`config.mk`:
```
export PLATFORM = sky130hd
export DESIGN_NAME = fmap_stream_reader
export DESIGN_NICKNAME = d
export VERILOG_FILES = /design/src/rtl/fmap_stream_reader.sv
export SDC_FILE = /design/constraint.sdc
export NUM_CORES = 1
export LEC_CHECK = 0
export ABC_CLOCK_PERIOD_IN_PS = 6100
export CAP_MARGIN = 10
export CORE_AREA = 2 2 78 117
export DETAILED_ROUTE_END_ITERATION = 16
export DIE_AREA = 0 0 80 119
export DONT_BUFFER_PORTS = 1
export GPL_TIMING_DRIVEN = 0
export RECOVER_POWER = 100
export SETUP_SLACK_MARGIN = 0.3
export SKIP_LAST_GASP = 1
export SLEW_MARGIN = 20
export SYNTH_ARGS = -nofsm -noshare
export SYNTH_HDL_FRONTEND = slang
export SYNTH_SLANG_ARGS = --single-unit
```
`constraint.sdc`:
```
create_clock -name clk -period 6.1 [get_ports clk]
set_input_delay 1.22 -clock clk [delete_from_list [all_inputs] [get_ports clk]]
set_output_delay 1.22 -clock clk [all_outputs]
set_load 0.005 [all_outputs]
```
`src/rtl/fmap_stream_reader.sv`:
```
// fmap_stream_reader: streams a contiguous feature-map region out of a
// single-port synchronous RAM as a valid/ready word stream.
//
// Ports:
//   clk, rst_n            clock, synchronous active-low reset
//   start, base_addr, len transfer request (sampled while idle)
//   busy, done            status, done is a one-cycle completion pulse
//   mem_rd_en/addr/data   RAM read port, data returns one cycle later
//   m_valid/ready/data    output stream, m_last flags the final word
//   stall_cnt             back-pressure cycle counter, present only when
//                         FMAP_READER_STALL_CNT_EN is defined
module fmap_stream_reader #(
   parameter int DATA_WIDTH = 8,
   parameter int ADDR_WIDTH = 10
) (
   input  logic                  clk,
   input  logic                  rst_n,
   input  logic                  start,
   input  logic [ADDR_WIDTH-1:0] base_addr,
   input  logic [ADDR_WIDTH:0]   len,
   output logic                  busy,
   output logic                  done,
   output logic                  mem_rd_en,
   output logic [ADDR_WIDTH-1:0] mem_rd_addr,
   input  logic [DATA_WIDTH-1:0] mem_rd_data,
   output logic                  m_valid,
   input  logic                  m_ready,
   output logic [DATA_WIDTH-1:0] m_data,
   output logic                  m_last
`ifdef FMAP_READER_STALL_CNT_EN
   ,
   output logic [15:0]           stall_cnt
`endif
);

   localparam logic [1:0] S_IDLE  = 2'd0;
   localparam logic [1:0] S_READ  = 2'd1;
   localparam logic [1:0] S_DRAIN = 2'd2;
   localparam logic [1:0] S_DONE  = 2'd3;

   localparam logic [ADDR_WIDTH:0] ONE = {{ADDR_WIDTH{1'b0}}, 1'b1};

   logic [1:0]            state_q, state_d;
   logic [ADDR_WIDTH-1:0] addr_q, addr_d;
   logic [ADDR_WIDTH:0]   len_q, len_d;
   logic [ADDR_WIDTH:0]   issued_q, issued_d;
   logic [ADDR_WIDTH:0]   accepted_q, accepted_d;
   logic                  infl_q, infl_d;
   logic                  infl_last_q, infl_last_d;
   logic [DATA_WIDTH-1:0] bdata_q [2];
   logic [DATA_WIDTH-1:0] bdata_d [2];
   logic                  blast_q [2];
   logic                  blast_d [2];
   logic                  wr_ptr_q, wr_ptr_d;
   logic                  rd_ptr_q, rd_ptr_d;
   logic [1:0]            count_q, count_d;

   logic                  pop;
   logic                  issue;
   logic                  issue_last;
   logic [2:0]            occ;
   logic                  credit_ok;

   always_comb begin
      pop        = (count_q != 2'd0) & m_ready;
      // Words buffered plus the one possibly returning from RAM must
      // leave room for the read issued this cycle.
      occ        = {1'b0, count_q} + {2'b00, infl_q};
      credit_ok  = occ < (3'd2 + {2'b00, pop});
      issue      = (state_q == S_READ) & credit_ok;
      issue_last = (issued_q + ONE) == len_q;

      state_d     = state_q;
      addr_d      = addr_q;
      len_d       = len_q;
      issued_d    = issued_q;
      accepted_d  = accepted_q;
      infl_d      = issue;
      infl_last_d = issue & issue_last;
      bdata_d     = bdata_q;
      blast_d     = blast_q;
      wr_ptr_d    = wr_ptr_q;
      rd_ptr_d    = rd_ptr_q;
      count_d     = count_q + {1'b0, infl_q} - {1'b0, pop};

      if (infl_q) begin
         bdata_d[wr_ptr_q] = mem_rd_data;
         blast_d[wr_ptr_q] = infl_last_q;
         wr_ptr_d          = ~wr_ptr_q;
      end
      if (pop) begin
         rd_ptr_d   = ~rd_ptr_q;
         accepted_d = accepted_q + ONE;
      end

      case (state_q)
         S_IDLE: begin
            if (start) begin
               addr_d     = base_addr;
               len_d      = len;
               issued_d   = '0;
               accepted_d = '0;
               state_d    = (len == '0) ? S_DONE : S_READ;
            end
         end
         S_READ: begin
            if (issue) begin
               addr_d   = addr_q + 1'b1;
               issued_d = issued_q + ONE;
               if (issue_last) state_d = S_DRAIN;
            end
         end
         S_DRAIN: begin
            if (pop && ((accepted_q + ONE) == len_q)) state_d = S_DONE;
         end
         default: state_d = S_IDLE;
      endcase
   end

   always_ff @(posedge clk) begin
      if (!rst_n) begin
         state_q     <= S_IDLE;
         addr_q      <= '0;
         len_q       <= '0;
         issued_q    <= '0;
         accepted_q  <= '0;
         infl_q      <= 1'b0;
         infl_last_q <= 1'b0;
         bdata_q[0]  <= '0;
         bdata_q[1]  <= '0;
         blast_q[0]  <= 1'b0;
         blast_q[1]  <= 1'b0;
         wr_ptr_q    <= 1'b0;
         rd_ptr_q    <= 1'b0;
         count_q     <= 2'd0;
      end else begin
         state_q     <= state_d;
         addr_q      <= addr_d;
         len_q       <= len_d;
         issued_q    <= issued_d;
         accepted_q  <= accepted_d;
         infl_q      <= infl_d;
         infl_last_q <= infl_last_d;
         bdata_q     <= bdata_d;
         blast_q     <= blast_d;
         wr_ptr_q    <= wr_ptr_d;
         rd_ptr_q    <= rd_ptr_d;
         count_q     <= count_d;
      end
   end

   assign busy        = state_q != S_IDLE;
   assign done        = state_q == S_DONE;
   assign mem_rd_en   = issue;
   assign mem_rd_addr = addr_q;
   assign m_valid     = count_q != 2'd0;
   assign m_data      = bdata_q[rd_ptr_q];
   assign m_last      = blast_q[rd_ptr_q];

`ifdef FMAP_READER_STALL_CNT_EN
   logic [15:0] stall_q, stall_d;

   always_comb begin
      stall_d = stall_q;
      if ((state_q == S_IDLE) && start) begin
         stall_d = '0;
      end else if (m_valid && !m_ready && (stall_q != 16'hFFFF)) begin
         stall_d = stall_q + 16'd1;
      end
   end

   always_ff @(posedge clk) begin
      if (!rst_n) stall_q <= '0;
      else        stall_q <= stall_d;
   end

   assign stall_cnt = stall_q;
`endif

endmodule
```
==> impl_results.md <==
* Slowest cell on the critical path: o21ai_0
* Total stage count of the critical path at 4
* Synth cell types at 64
* CTS Buf Count at 9
* Final setup TNS at 0 ns
* Clock tree from TritonCTS: built
* Worst Path Max Fanout at 6
* Leading cell type in the layout, fill and taps excluded: nand2_1
* Slew @ Worst Pin at 1.21 ns
* Worst min path class: reg -> reg
* Critical hold path startpoint: bdata_q[8]$_SDFFE_PN0P_
* Routing layer with the top usage in global route: met2
* Via count of the first global-routing pass at 3473
* Buffer count from post-CTS setup fixing at 0
* Root cell of the clock tree: clkbuf_16
* Netlist area before placement at 4130 sq um
* Floorplan core area at 8620 sq um
* Buffers plus inverters on the worst setup path at 0
* Detailed-route vias per instance at 5.70
* Top flip-flop cell by instance count after synthesis: dfxtp_1
* Critical Path RT at 4.88 ns
* X dimension of the die at 80 um
* Type of element launching the critical path: input port
* Number of H-tree levels at 3
* Max_slew headroom at 0.188
* Instance area at placement at 4270 sq um
* Antenna violations before repair at 0
* Tmin final at 3.59 ns
* DRT iter0 DRCs at 171
* Detailed-placement wirelength estimate at 7.81 mm
* Final count of pins violating max slew at 0
* Maximum single-stage delay on the critical path at 0.33 ns
* Via count at 3614
* Count of buffers from port buffering at 0
* Cell row count at 42
* Overall die height at 119 um
* Startpoint of the worst register-to-register path: accepted_q[0]$_SDFF_PN0_
* Hold violation total from the final report at 0
* Total of cells resized after clock tree synthesis at 0
* GR met3 Demand/Resource at 0.0523
* Post-Syn Nets at 552
* Final instance area at 4540 sq um
* Period utilisation layout at 0.588
* Cell family with the largest share of critical-path delay: compound AO/OA/AOI/OAI gates
* Clock Skews at 0.00520 ns
* Floorplan die area at 9520 sq um
* Synth warn at 0
* Number of remaining DRC errors at 0
* Fraction of layout cells with a size suffix above 1 at 0.0744
* Crit path arrival time at 2.37 ns
* Largest voltage drop on the vdd net at 0.000177 V
* Async set-or-reset flop fraction in the synthesized netlist at 0
* Critical path endpoint category: primary output
* Cells after Synth at 508
* Clock-pin slew of the registers on the worst-case setup and hold paths at 0.06 ns
* Area grow syn2layout at 9.94%
* Critical setup path kind: in -> out
* Detailed-router iteration count before antenna repair at 4
* Clock sink count at 69
* Max cap viols at 0
* Most repeated library cell on the critical path: o21ai_0
* Final antenna-violating net count at 0
* Initial Utilization at 0.479
* Utilization after layout at 0.527
* Cell-by-cell listing of the critical path: o21ai_0 -> o21ai_0 -> nor2b_1 -> and2_0
* Launch point of the worst path: m_ready
* Power per cell area at 376 nW/um^2
* Number of nets in the finished design at 563
* Commonest non-fill, non-tap cells in the layout: nand2_1 (73), dfxtp_1 (69), a21boi_0 (38)
* GRT Resource Usage Total at 0.234
* Number of failing setup endpoints in the final timing report at 0
* Post-detailed-routing wire length at 10.7 mm
* Maximum number of pins on one net before global-route repair at 13
* Max Freq at 279 MHz
* Drt wl/cell at 16.8 um
* Length in cells of the worst reg-to-reg path at 8
* Number of fill cells in the layout at 859
* Longest Clk Path Bufs at 2
* Run status: finished, final reports clean
* Number of synthesized flops with an enable pin at 0
* Hold Path Stages at 2
* Post-CTS Hold Buffers at 0
* Fraction of met1 tracks used by global routing at 0.277
* Sequential area share after synthesis at 0.335
* First-pass GRT wire length at 17.5 mm
* Antenna diode count at 0
* Leakage power figure at 1.63 nW
* Leftover overflow at the end of global routing at 0
* Boundary Pins at 56
* RSZ-0062 raised after global routing: false
* Met2 track demand over resource at 0.409
* Number of storage elements in the synthesis netlist at 69
* Synth Area per Inst at 8.13 sq um
* Placer Congestion at 0.882
* Clock Latency Late Sink at 0.34 ns
[kinds of logic (layout without fill, tap and decap cells)]
group	after synthesis	in the layout	synth area share
XOR/XNOR	35	35	0.0743
AND/OR/NAND/NOR	211	211	0.268
multiplexers	12	12	0.0318
buffers and inverters	51	67	0.0540
adder cells (fa/ha/maj)	11	11	0.0333
AO/OA/AOI/OAI	119	119	0.204
flip-flops	69	69	0.335
[state kept, by name, indices dropped and copies added, names as in the netlist, 2 cells and up]
name / cells
blast_q: 2
accepted_q: 11
state_q: 2
mem_rd_addr: 10
issued_q: 11
bdata_q: 16
count_q: 2
len_q: 11
[path summary, 6_finish.rpt]
path / endpoint / slack (ns)
setup / recovery: mem_rd_en / 2.51
hold / removal: bdata_q[8]$_SDFFE_PN0P_ / 0.46
setup reg to reg: state_q[0]$_SDFFE_PN0P_ / 2.63
hold reg to reg: bdata_q[8]$_SDFFE_PN0P_ / 0.46
[routing by layer]
metal | wire length (um) | part of all wire
met2 | 5610 | 0.53
met4 | 206 | 0.019
met1 | 4370 | 0.41
met5 | 0 | 0
met3 | 490 | 0.046
[worst reg2reg max path: stages (launching register included)]
cell       delay (ns)
dfxtp_1          0.48
ha_1             0.22
clkbuf_1         0.38
nand2_1          0.23
a2111oi_0        0.51
o211ai_1         0.17
a2111oi_0        0.98
a21oi_1          0.16
a41o_1           0.23
[report_power, final]
group	internal [W]	switching, W	total (W)
logic	0.000224	0.000371	0.000595
clock network	0.000316	0.000207	0.000522
registers	0.000516	0.0000724	0.000589
total	0.00106	0.000650	0.00171
[cell usage after synthesis (2+ instances only)]
cell / count / area share
nand2b_1: 7 / 0.011
buf_1: 3 / 0.0027
mux2i_1: 3 / 0.0073
clkbuf_1: 23 / 0.021
o21ai_0: 15 / 0.018
a21boi_0: 38 / 0.069
a21o_1: 3 / 0.0055
a31oi_1: 8 / 0.012
xnor2_1: 23 / 0.049
nor2b_1: 14 / 0.021
nand3_1: 23 / 0.028
inv_1: 18 / 0.016
o311ai_0: 3 / 0.0064
nor3b_1: 3 / 0.0055
nor2_1: 20 / 0.018
a311o_1: 2 / 0.0049
or3_1: 6 / 0.0091
nand4_1: 9 / 0.014
buf_2: 2 / 0.0024
nor3_1: 9 / 0.011
buf_4: 3 / 0.0055
and2_1: 14 / 0.021
nor4_1: 9 / 0.014
mux2_2: 9 / 0.025
a211o_1: 2 / 0.0042
o22ai_1: 7 / 0.011
o31ai_1: 2 / 0.0036
xor2_1: 12 / 0.025
and4_1: 2 / 0.0042
dfxtp_1: 69 / 0.33
and3_1: 8 / 0.012
ha_1: 11 / 0.033
nand2_1: 73 / 0.066
a21oi_1: 24 / 0.029
or2_2: 2 / 0.0030
[metrics by stage]
stage	std cells	hold WS, ns	power, W	setup WS, ns
finish	634	0.459	0.00171	2.51
global route	634	0.482	0.00182	2.38
CTS	634	0.463	0.00173	2.68
detailed placement	618	0.456	0.00121	2.57
global placement	618	0.449	0.00119	2.62
floorplan	508	0.440	0.00104	3.02
[area by class of cell]
type / count / area [sq um] / area share
well taps: 110 / 138 / 0.0303
clock inverters: 6 / 63.8 / 0.0141
clock buffers: 10 / 229 / 0.0505
flip-flops and latches: 69 / 1380 / 0.304
inverters: 18 / 67.6 / 0.0149
multi-input cells: 388 / 2500 / 0.552
plain buffers: 33 / 154 / 0.0339
Note: power is estimated with default switching activity, not from simulation.
